[src/rtl/debug_rom_fetcher.sv]
// Debug ROM fetcher: reads a run of 64-bit words from the debug ROM and
// streams them out as 32-bit instructions, low half first, with buffering
// and backpressure.
module debug_rom_fetcher #(
  parameter int FifoDepth = 4,
  parameter int CntW      = 8
) (
  input  logic            clk_i,
  input  logic            rst_i,
  input  logic            start_i,
  input  logic [63:0]     base_addr_i,
  input  logic [CntW-1:0] num_words_i,
  input  logic            abort_i,
  output logic            busy_o,
  output logic            done_o,
  output logic            rom_req_o,
  output logic [63:0]     rom_addr_o,
  input  logic [63:0]     rom_rdata_i,
  output logic            instr_valid_o,
  input  logic            instr_ready_i,
  output logic [31:0]     instr_o
);

  localparam int PtrW   = $clog2(FifoDepth);
  localparam int CountW = $clog2(FifoDepth + 1);
  localparam logic [CountW:0] DepthL = (CountW + 1)'(FifoDepth);

  typedef enum logic [1:0] {StIdle, StFetch, StDrain} state_e;

  state_e            state_q, state_d;
  logic [63:0]       addr_q, addr_d;
  logic [CntW-1:0]   remain_q, remain_d;
  logic              inflight_q;
  logic              zeroDone_q, zeroDone_d;
  logic              req, drainDone, hasCredit;

  logic [63:0]       fifoMem_q [FifoDepth];
  logic [PtrW-1:0]   rdPtr_q, wrPtr_q;
  logic [CountW-1:0] count_q;
  logic              half_q;
  logic              push, pop, transfer, fifoEmpty;
  logic [63:0]       headWord;

  function automatic logic [PtrW-1:0] nextPtr(input logic [PtrW-1:0] p);
    return (p == PtrW'(FifoDepth - 1)) ? '0 : p + PtrW'(1);
  endfunction

  // A request is only issued if the word it returns is guaranteed a slot;
  // a pop happening this cycle is deliberately not counted as free space.
  assign hasCredit = ({1'b0, count_q} + (CountW + 1)'(inflight_q)) < DepthL;
  assign fifoEmpty = (count_q == '0);

  // Next-state logic: sequencing of start, issue and drain, with abort overriding all.
  always_comb begin
    state_d    = state_q;
    addr_d     = addr_q;
    remain_d   = remain_q;
    zeroDone_d = 1'b0;
    req        = 1'b0;
    drainDone  = 1'b0;
    case (state_q)
      StIdle: begin
        if (start_i) begin
          if (num_words_i != '0) begin
            addr_d   = base_addr_i & ~64'h7;
            remain_d = num_words_i;
            state_d  = StFetch;
          end else begin
            zeroDone_d = 1'b1;
          end
        end
      end
      StFetch: begin
        if (hasCredit) begin
          req      = 1'b1;
          addr_d   = addr_q + 64'd8;
          remain_d = remain_q - CntW'(1);
          if (remain_q == CntW'(1)) state_d = StDrain;
        end
      end
      StDrain: begin
        if (fifoEmpty && !inflight_q) begin
          drainDone = 1'b1;
          state_d   = StIdle;
        end
      end
      default: state_d = StIdle;
    endcase
    if (abort_i) begin
      state_d    = StIdle;
      req        = 1'b0;
      drainDone  = 1'b0;
      zeroDone_d = 1'b0;
    end
  end

  // Control registers: state, running address, words left, in-flight flag.
  always_ff @(posedge clk_i) begin
    if (rst_i) begin
      state_q    <= StIdle;
      addr_q     <= '0;
      remain_q   <= '0;
      inflight_q <= 1'b0;
      zeroDone_q <= 1'b0;
    end else begin
      state_q    <= state_d;
      addr_q     <= addr_d;
      remain_q   <= remain_d;
      inflight_q <= req;
      zeroDone_q <= zeroDone_d;
    end
  end

  // The returning word is dropped if an abort or reset lands on its arrival cycle.
  assign push     = inflight_q && !abort_i && !rst_i;
  assign transfer = instr_valid_o && instr_ready_i && !abort_i;
  assign pop      = transfer && half_q;

  // FIFO bookkeeping and half-select; abort flushes everything.
  always_ff @(posedge clk_i) begin
    if (rst_i || abort_i) begin
      rdPtr_q <= '0;
      wrPtr_q <= '0;
      count_q <= '0;
      half_q  <= 1'b0;
    end else begin
      if (push) wrPtr_q <= nextPtr(wrPtr_q);
      if (pop)  rdPtr_q <= nextPtr(rdPtr_q);
      case ({push, pop})
        2'b10:   count_q <= count_q + CountW'(1);
        2'b01:   count_q <= count_q - CountW'(1);
        default: count_q <= count_q;
      endcase
      if (transfer) half_q <= ~half_q;
    end
  end

  // FIFO storage; contents are don't-care until counted valid.
  always_ff @(posedge clk_i) begin
    if (push) fifoMem_q[wrPtr_q] <= rom_rdata_i;
  end

  assign headWord      = fifoMem_q[rdPtr_q];
  assign busy_o        = (state_q != StIdle);
  assign done_o        = zeroDone_q | drainDone;
  assign rom_req_o     = req;
  assign rom_addr_o    = req ? addr_q : '0;
  assign instr_valid_o = !fifoEmpty;
  assign instr_o       = instr_valid_o ? (half_q ? headWord[63:32] : headWord[31:0]) : '0;

endmodule
[config.mk]
export PLATFORM = sky130hd
export DESIGN_NAME = debug_rom_fetcher
export DESIGN_NICKNAME = d
export VERILOG_FILES = /design/src/rtl/debug_rom_fetcher.sv
export SDC_FILE = /design/constraint.sdc
export NUM_CORES = 1
export LEC_CHECK = 0
export CORE_MARGIN = 2
export CORE_UTILIZATION = 58
export DETAILED_ROUTE_END_ITERATION = 8
export PLACE_DENSITY_LB_ADDON = 0.15
export RECOVER_POWER = 25
export REMOVE_ABC_BUFFERS = 1
export SLEW_MARGIN = 15
export SYNTH_ARGS = -nofsm -noshare
export SYNTH_HDL_FRONTEND = slang
export SYNTH_SLANG_ARGS = --single-unit
[constraint.sdc]
create_clock -name clk_i -period 6.9 [get_ports clk_i]
set_clock_uncertainty 0.15 [all_clocks]
set_input_delay 0.69 -clock clk_i [delete_from_list [all_inputs] [get_ports clk_i]]
set_output_delay 0.69 -clock clk_i [all_outputs]
set_load 0.01 [all_outputs]
Word level (Yosys, flattened, before mapping)
Memory sizes are Yosys's and may differ from the RTL's. A register that Yosys moved wholly into a read port is not among the register bits.
Index checks and enable logic that the tools add are counted.
W data, S select, Z words.

storage, ports and cells
  bits in registers = 84
  bits in writable memories = 256
  bits of input ports = 141
  output and inout port bits = 100
  logic and storage cells = 86
  memories = 1

operators by class
  add/sub/neg operators = 7
  $lt $le $gt $ge = 1
  equality and inequality tests = 12
  multiplexer cells = 31
  bitwise logic cells = 4
  reduce and logical (&&, ||, !) cells = 21

memories
  memory     depth  width  read ports  clocked after memory_dff  write ports  RTL line  source
  fifoMem_q  4      64     1           1                         1            37        logic [63:0] fifoMem_q [FifoDepth];

operators by type and width
  kind                     number
  $mux W64                 4
  $pmux W64 S2             1
  $add A64 B4 Y64 const B  1
  $mux W32                 2
  $mux W8                  3
  $mux W2                  9
  $pmux W8 S2              1
  $ne A2 B2 Y1 const B     5
  $mux W1                  9
  $eq A2 B2 Y1 const B     4
  $eq A8 B1 Y1 const B     1
  $reduce_bool A8 Y1       1
  $sub A8 B1 Y8 const B    1
  $logic_and A1 B1 Y1      6
  $pmux W2 S3              1
  $pmux W3 S2              1
  $reduce_bool A2 Y1       3
  $reduce_and A5 Y1        1
  $add A2 B1 Y2 const B    2
  $add A3 B1 Y4            1
  $eq A2 B1 Y1 const B     2
  $logic_not A1 Y1         4
  $lt A4 B3 Y1 const B     1
  $reduce_and A4 Y1        1
  other kinds (9)          11

Longest topological paths before layout
Gate-level depths: netlist (run 1).

  depth after elaboration = 7
  gate-level depth with buffers = 10
  mapped depth without buffers = 10

Worst setup path before layout (run 1)
Ideal clock, no wire load.

  kind = input -> register
  from = in rst_i
  to = mem fifoMem_q[1][0], enable pin
  library setup time = 0.429 ns
  data arrival time = 2.598 ns
  required time = 6.321 ns
  setup slack = 3.723 ns
  cell stages on the path = 3
  buffers on the path = 1
  path through = clkbuf_1 > nor2_1 > and3_1

between the ends
  word-level cells in the longest chain between the ends = 4

RTL lines
  item                           RTL line  source
  start, declared                9         input logic rst_i,
  $logic_not A1 Y1               115       assign push = inflight_q && !abort_i && !rst_i;
  $logic_and A1 B1 Y1            115
  $mux W1                        140       if (push) fifoMem_q[wrPtr_q] <= rom_rdata_i;
  $mux W1 (not written as such)  140
  end, declared                  37

No other way between the ends.

==> impl_metrics.ini, run 1 <==
[status]
status = completed

[drt]
drt_iter0_drc = 1015
firstDrtPassIters = 5
drt-total-wl_um = 37400
drc = 0
via_per_inst = 6.13
ant_nets = 0
wl_per_cell_um = 21.4
vias = 10700

[setup_path]
slowest_stage = dfxtp_4
worstPathMaxFanout = 37
required_ns = 6.06
crit_chain = buf_4 > mux4_2 > mux2i_1 > nor2_1 > clkdlybuf4s50_1
cp.buffers_inverters = 2
worstRegToRegCells = 7
endpoint_kind = output port
worstPathArrival_ns = 3.30
start_kind = register
crit_family = buffers and inverters
path_class = reg2out
worst-path-stages = 5
max_stage_delay_ns = 0.82

[hold_path]
hold_path.class = reg2reg
whs_path_depth = 2

[placement]
hpwl_um = 22700
dp_cells = 1678
dp_slack_ns = 3.16
gp_congestion = 0.938
placed_area_mm2 = 0.0179
port_buffers = 234

[global_route]
grt.overflow.total = 0
grt_max_degree = 77
globalRouteMet1Util_pct = 33.5
antenna_found_initial = 8
grt.total_usage_pct = 26.9
first_global_vias = 10800
busiest_layer = met2
met2_usage_pct = 46.4
grt_use_met3_pct = 6.65
grt_pass1_wl_um = 59300

[synth]
ys_seq_area_share_pct = 60.7
syn-cell-area_mm2 = 0.0154
synthTopCellsByArea = edfxtp_1 (50%), dfxtp_1 (11%), mux4_2 (9.4%)
synth_top_cell_by_area = edfxtp_1
synth_commonest_cells = edfxtp_1 (256), nor2_1 (105), dfxtp_1 (83)
synth_edf_count = 256
yosys_most_used_dff = edfxtp_1
synth.most_common_cell = edfxtp_1
synthArstFlopShare_pct = 0
syn_avg_cell_area_um2 = 13.1
ys_ff_latch = 339
synthCells = 1175
yosysUniqueCellTypes = 75
yosys_warnings = 0
synth_top_area_share_pct = 49.9

[finish]
stdcell_count = 1748
fin_nets = 1531
final_core_util_pct = 73.3
drive_above_1_share_pct = 12.3
stdcell_area_mm2 = 0.0191
fillerInstances = 1742
area_delta_synth_final_pct = 24.0

[die]
row_count = 59
die-area_mm2 = 0.0279
core_region_area_mm2 = 0.0261
start_util_pct = 59.1
die_w_um = 167
ioPinCount = 241
fp.dieH_um = 167

[power_and_ir_drop]
leakage_nw = 6.13
pwr_density_cell_mw_per_mm2 = 235
p_total_mw = 4.50
peakVddDrop_mv = 0.244

[sta]
setup_violations = 0
relSlewSlack_pct = 34.4
hold_violations = 0
fmax_mhz = 242
fin_hold_ws_ns = 0.330
setup_slack_ns = 2.76
period_needed_ns = 4.14
tns_ns = 0
finalCritPeriodShare_pct = 60.0
maxSlewViolCount = 0
grt_setup_unrepaired = false
worstMarginPinSlew_ns = 0.983

[clock_tree]
cts_tree = done
htree_levels = 2
cts_made_buffers = 35
postCtsHoldBufs = 0
path_clk_slew_ns = 0.06
post_cts_buffers = 0
clkLatencyLatePin_ns = 0.51
cts_resized = 0
cts-root-buf = clkbuf_16
cts_max_path_buffers = 3
cts.sinks = 339

[run]
cap_violations = 0
-- flip-flops by register name (all words and copies together) (netlist names), named ones only --
| register | cells |
|---|---|
| half_q | 1 |
| count_q | 3 |
| state_q | 2 |
| fifoMem_q | 256 |
| addr_q | 61 |
| rdPtr_q | 2 |
| inflight_q | 1 |
| wrPtr_q | 2 |
| remain_q | 8 |
| zeroDone_q | 1 |
-- power by group --
part           internal [mW]  switching, mW  total, mW  leakage [nW]
Sequential              2.23         0.0578       2.29          2.99
Clock                   1.16          0.763       1.93         0.568
Combinational          0.139          0.145      0.285          2.58
Total                   3.53          0.966       4.50          6.13
-- cell families (layout without fill, tap and decap cells) --
logic type      Yosys count  in the layout  share of synthesized area, %
compound gates          204            204                          8.39
xor+xnor                  4              4                         0.227
fa+ha+maj                10             10                         0.861
buf+inv                 105            335                          3.15
flops                   339            339                          60.7
mux                     111            111                          12.4
other cells               1              9                        0.0244
simple gates            401            401                          14.2
-- placed cells by master (no fill, tap or decap), types with 4 or more instances in the layout --
cell	instances
mux2i_1	47
clkinv_1	4
a21oi_1	55
nand2_1	50
or3_1	13
buf_4	15
clkbuf_1	12
a211oi_1	25
o22ai_1	13
or2_2	7
clkinv_2	4
o21ai_0	54
inv_1	21
nand3_1	29
and3_2	8
diode_2	6
nor2_1	104
dfxtp_1	80
and2_1	64
nor4_1	15
a31oi_1	7
a311oi_1	4
nand4_1	28
bufinv_16	5
xor2_1	4
ha_1	9
clkdlybuf4s50_1	187
mux4_2	64
o211ai_1	5
o221ai_1	4
o32ai_1	5
and4_1	7
nor4_4	4
edfxtp_1	256
clkbuf_16	36
and3_1	7
nor3_1	35
dlygate4sd3_1	46
-- layer usage --
layer	routed length [µm]	vias to the layer above
li1	-	4951
met1	14300	5162
met2	18700	505
met3	3370	97
met4	1030	4
met5	24	-
-- final cells by class --
type	count	area, µm²	share of cell area [%]
sequential	339	9360	49.0
multi-input combinational	733	5610	29.4
timing repair buffer	249	2450	12.8
clock buffer	49	960	5.02
tap	335	419	2.19
clock inverter	15	211	1.11
inverter	22	82.6	0.432
antenna	6	15.0	0.0786
-- worst register-to-register path: stages (launching register included) --
cell	delay, ns
dfxtp_1	0.95
buf_4	0.45
mux2i_1	0.47
or3_1	0.43
buf_4	0.44
nor3_1	0.16
a211o_1	0.28
a311oi_1	0.24
-- final timing paths --
path	startpoint	end	slack [ns]
hold reg to reg	remain_q[1]	remain_q[1]	0.33
setup / recovery	register	instr_o[16]	2.76
hold / removal	remain_q[1]	remain_q[1]	0.33
setup reg to reg	state_q[0]	addr_q[36]	3.25
Power figures use the tool's default switching activity.
==> run 2: changes to the inputs <==
--- a/config.mk
+++ b/config.mk
@@ -6,7 +6,7 @@
 export NUM_CORES = 1
 export LEC_CHECK = 0
 export CORE_MARGIN = 2
-export CORE_UTILIZATION = 58
+export CORE_UTILIZATION = 49
 export DETAILED_ROUTE_END_ITERATION = 8
 export PLACE_DENSITY_LB_ADDON = 0.15
 export RECOVER_POWER = 25
==> constraint.sdc (replaced) <==
create_clock -name clk_i -period 3.7 [get_ports clk_i]
set_clock_uncertainty 0.15 [all_clocks]
set_input_delay 0.37 -clock clk_i [delete_from_list [all_inputs] [get_ports clk_i]]
set_output_delay 0.37 -clock clk_i [all_outputs]
set_load 0.01 [all_outputs]
==> impl_metrics.ini, run 2 (same netlist as run 1, synthesis figures left out) <==
[power_and_ir_drop]
power_switching_mw = 1.85
power_frac_clock_pct = 43.0
leakage_nw = 6.23
power.internal_mw = 6.60
peakVddDrop_mv = 0.393
pwr_density_cell_mw_per_mm2 = 435
swShare_pct = 21.9
combPwrFrac_pct = 6.5
seq_power_share_pct = 50.4

[drt]
wl_per_cell_um = 20.7
firstDrtPassIters = 5
vias = 10700
drt-total-wl_um = 37700
drc = 0
drt_iter0_drc = 914
ant_nets = 0
via_per_inst = 5.90

[setup_path]
start_kind = register
crit_family = buffers and inverters
worstPathArrival_ns = 2.79
cp.buffers_inverters = 2
required_ns = 3.18
path_class = reg2out
regToRegStartpoint = state_q[0]
worstRegToRegCells = 5
worstPathMaxFanout = 26
slowest_stage = dfxtp_4
endpoint_kind = output port
max_stage_delay_ns = 0.67
crit_chain = buf_12 > mux4_2 > mux2i_1 > nor2_1 > clkdlybuf4s50_1
r2r_end = addr_q[27]
rrSetupSlack_ns = 0.77

[run]
cap_violations = 0

[sta]
period_needed_ns = 3.31
setup_slack_ns = 0.392
fmax_mhz = 302
maxSlewViolCount = 0
setup_violations = 0
worstMarginPinSlew_ns = 0.774
fin_hold_ws_ns = 0.267
hold_violations = 0
grt_setup_unrepaired = false
finalCritPeriodShare_pct = 89.4
relSlewSlack_pct = 47.9

[finish]
mostFrequentLayoutCell = edfxtp_1
fin_nets = 1544
drive_above_1_share_pct = 13.1
stdcell_count = 1821
final-seq-area_mm2 = 0.00936
top_register = fifoMem_q
layout_common_cells = edfxtp_1 (256), clkdlybuf4s50_1 (189), nor2_1 (104), dfxtp_1 (80)
multi_input_area_mm2 = 0.00562
fillerInstances = 2382
largest_reg_flops = 256
reg_top3 = fifoMem_q: 256 flops, addr_q: 61 flops, remain_q: 8 flops
area_delta_synth_final_pct = 26.1

[clock_tree]
cts-root-buf = clkbuf_16
postCtsHoldBufs = 0
path_clk_slew_ns = 0.06
clkLatencyLatePin_ns = 0.52
cts_tree = done
htree_levels = 2
cts_made_buffers = 36
cts_resized = 0
post_cts_buffers = 0
cts_max_path_buffers = 3
cts.sinks = 339

[placement]
port_buffers = 234
dp_slack_ns = 0.632
dp_cells = 1751
gp_congestion = 0.904
hpwl_um = 23600

[hold_path]
holdPathEnd = addr_q[3]
hp-start = base_addr_i[3]
hold_path.class = in2reg
whs_path_depth = 3

[die]
die_w_um = 181
die-area_mm2 = 0.0329
start_util_pct = 50.1
fp.dieH_um = 181
ioPinCount = 241
row_count = 64
core_region_area_mm2 = 0.0307

[global_route]
grt_pass1_wl_um = 58900
grt.total_usage_pct = 22.9
first_global_vias = 10600
grt_max_degree = 69
grt.overflow.total = 0
antenna_found_initial = 10

[status]
status = completed
## run 2: changes by cell type in the layout (fill, tap and decap cells not counted), sizes merged, moves of 2 or more
cell / delta
buf: +12
dlygate4sd3: -2
clkbuf: -3
diode: -2
clkinv: +6
clkdlybuf4s50: +2
## run 2: layout make-up
cell class	instances	share of cell area (%)
flip-flops and latches	339	48.2
multi-input cells	733	28.9
repair buffers	261	13.7
clock buffers	46	5.05
well taps	396	2.55
clock inverters	20	1.18
inverters	22	0.425
diodes	4	0.0515
## run 2: power by group through the flow
stage / sequential (mW) / combinational [mW] / clock [mW]
after global routing: 4.27 / 0.605 / 3.85
final: 4.26 / 0.553 / 3.64
after CTS: 4.26 / 0.561 / 3.70
after global placement: 4.34 / 0.547 / 0
after floorplan: 4.31 / 0.246 / 0
after detailed placement: 4.34 / 0.556 / 0
## run 2: metal layers
metal | routed length [µm] | track usage [%] | vias up
met3 | 2850 | 5.16 | 81
met1 | 15500 | 29.9 | 5214
met4 | 948 | 6.57 | 12
met2 | 18300 | 38.6 | 451
li1 | - | - | 4978
met5 | 73 | 0 | -
## run 2: metrics by stage
step	instance area (µm²)	power [mW]	util, %	setup TNS [ns]
global route	19400	8.73	63.2	0
global placement	18200	4.88	59.2	0
CTS	19400	8.52	63.1	0
detailed placement	18200	4.90	59.2	0
floorplan	15000	4.56	-	-114.06
finish	19400	8.45	63.2	0
## run 2: worst register-to-register path, cell delays in order (launching register included)
cell and delay (ns):
dfxtp_1 0.60, clkinv_1 0.55, nor2_4 0.61, nand2_1 0.40, o32ai_1 0.40, nor3_1 0.09
## run 2: how the worst max path moves through the flow
stage / from / to / slack [ns] / cells after the start
2_1_floorplan: state_q[0] / rom_addr_o[10] / -1.22 / 3
3_3_place_gp: abort_i / rom_addr_o[11] / 0.68 / 5
3_5_place_dp: abort_i / rom_addr_o[11] / 0.63 / 5
4_1_cts: register / instr_o[10] / 0.31 / 5
5_1_grt: register / instr_o[10] / 0.20 / 5
6_report: register / instr_o[10] / 0.39 / 5
==> run 3: changes to the inputs <==
--- a/config.mk
+++ b/config.mk
@@ -5,6 +5,8 @@
 export SDC_FILE = /design/constraint.sdc
 export NUM_CORES = 1
 export LEC_CHECK = 0
+export ABC_AREA = 1
+export ABC_CLOCK_PERIOD_IN_PS = 3700
 export CORE_MARGIN = 2
 export CORE_UTILIZATION = 49
 export DETAILED_ROUTE_END_ITERATION = 8
==> impl_metrics.ini, run 3 <==
[global_route]
grt.total_usage_pct = 25.5
grt_max_degree = 129
antenna_found_initial = 9
first_global_vias = 13100
grt_pass1_wl_um = 68800
grt.overflow.total = 0

[synth]
synthCells = 1874
synth_top_area_share_pct = 47.7
synth_top_cell_by_area = edfxtp_1
syn-cell-area_mm2 = 0.0161
syn_avg_cell_area_um2 = 8.60
synthArstFlopShare_pct = 0
synth.most_common_cell = nor2_1
yosys_most_used_dff = edfxtp_1
yosysUniqueCellTypes = 37
synth_edf_count = 256
ys_ff_latch = 339
synth_commonest_cells = nor2_1 (485), nand2_1 (288), edfxtp_1 (256)
yosys_warnings = 0
synthTopCellsByArea = edfxtp_1 (48%), nor2_1 (11%), dfxtp_1 (10%)
ys_seq_area_share_pct = 58.0

[placement]
gp_congestion = 0.920
dp_slack_ns = 0.704
hpwl_um = 28200
dp_cells = 2478
placed_area_mm2 = 0.0190
port_buffers = 234

[die]
core_region_area_mm2 = 0.0325
ioPinCount = 241
row_count = 66
start_util_pct = 49.6
die-area_mm2 = 0.0343
die_w_um = 185
fp.dieH_um = 185

[power_and_ir_drop]
peakVddDrop_mv = 0.440
power.internal_mw = 6.43
pwr_density_cell_mw_per_mm2 = 415
power_frac_clock_pct = 41.8
swShare_pct = 23.1
seq_power_share_pct = 50.9
p_total_mw = 8.37
leakage_nw = 6.92
power_switching_mw = 1.93
combPwrFrac_pct = 7.3

[drt]
drt-total-wl_um = 43900
wl_per_cell_um = 17.2
vias = 13700
drt_iter0_drc = 1215
firstDrtPassIters = 5
via_per_inst = 5.39
drc = 0
ant_nets = 0

[clock_tree]
cts-root-buf = clkbuf_16
post_cts_buffers = 0
cts_resized = 0
cts_max_path_buffers = 3
cts.sinks = 339
htree_levels = 2
cts_made_buffers = 37
path_clk_slew_ns = 0.05
clkLatencyLatePin_ns = 0.53
cts_tree = done
postCtsHoldBufs = 0

[sta]
worstMarginPinSlew_ns = 1.05
period_needed_ns = 3.44
setup_violations = 0
hold_violations = 0
maxSlewViolCount = 0
setup_slack_ns = 0.262
relSlewSlack_pct = 30.2
fmax_mhz = 291
finalCritPeriodShare_pct = 92.9
grt_setup_unrepaired = false
tns_ns = 0
fin_hold_ws_ns = 0.251

[setup_path]
worstPathMaxFanout = 64
endpoint_kind = output port
required_ns = 3.18
start_kind = register
worstPathArrival_ns = 2.92
path_class = reg2out

[finish]
stdcell_count = 2548
layout_common_cells = nor2_1 (481), nand2_1 (288), edfxtp_1 (256), o21ai_0 (244), clkdlybuf4s50_1 (188)
area_delta_synth_final_pct = 25.2
fin_nets = 2226
mostFrequentLayoutCell = nor2_1
largest_reg_flops = 256
fillerInstances = 2796
final_core_util_pct = 62.1
reg_top3 = fifoMem_q: 256 flops, addr_q: 61 flops, remain_q: 8 flops
top_register = fifoMem_q
drive_above_1_share_pct = 4.81
stdcell_area_mm2 = 0.0202

[status]
status = completed

[hold_path]
hold_path.class = in2reg

[run]
cap_violations = 0
-- run 3: cell types whose count changed after synthesis, sizes merged, moves of 28 or more --
cell	before	now
nor2	106	493
nand2	51	291
o21ai	55	250
inv	21	129
and2	67	0
mux4	64	0
mux2i	47	0
nand3	29	71
a31oi	7	42
nor3	37	9
-- run 3: worst max-delay path, stage by stage (launching register included) --
cell and delay [ns]:
dfxtp_2 0.33, buf_4 0.62, o21ai_0 0.25, o22ai_1 0.23
o21ai_0 0.11, a31oi_1 0.26, clkdlybuf4s50_1 0.58
-- run 3: cells by family after synthesis --
| family | synth area share [%] |
|---|---|
| AND/OR/NAND/NOR | 21.7 |
| AO/OA/AOI/OAI | 13.8 |
| flip-flops | 58.0 |
| buffers and inverters | 5.53 |
| adder cells (fa/ha/maj) | 0.823 |
| XOR/XNOR | 0.109 |
| other | 0.0233 |
-- run 3: path summary, 6_finish.rpt --
kind / from / cells past startpoint / slack [ns] / end
max reg2reg: count_q[1] / 11 / 0.97 / count_q[2]
min reg2reg: count_q[2] / 2 / 0.34 / count_q[2]
min: rst_i / 5 / 0.25 / half_q
max: register / 6 / 0.26 / instr_o[27]
-- run 3: power by group through the flow --
stage | clock network, mW | logic, mW | registers, mW
after floorplan | 0 | 0.302 | 4.31
after global placement | 0 | 0.604 | 4.33
after detailed placement | 0 | 0.616 | 4.33
after CTS | 3.57 | 0.620 | 4.25
after global routing | 3.73 | 0.685 | 4.26
final | 3.50 | 0.613 | 4.26
-- run 3: routing by layer --
| layer | GRT usage, % | up-vias | wire (µm) |
|---|---|---|---|
| met1 | 32.9 | 6380 | 18300 |
| met4 | 9.17 | 8 | 1430 |
| met3 | 4.56 | 101 | 3190 |
| met5 | 0 | - | 47 |
| li1 | - | 6742 | - |
| met2 | 43.0 | 490 | 20900 |
-- run 3: final cells by class --
class / count / area, µm² / area share [%]
timing repair buffer: 256 / 2680 / 13.3
antenna: 5 / 12.5 / 0.0621
multi-input combinational: 1310 / 5910 / 29.3
clock buffer: 48 / 1010 / 5.00
inverter: 131 / 493 / 2.44
sequential: 339 / 9360 / 46.4
tap: 442 / 553 / 2.74
clock inverter: 17 / 155 / 0.769
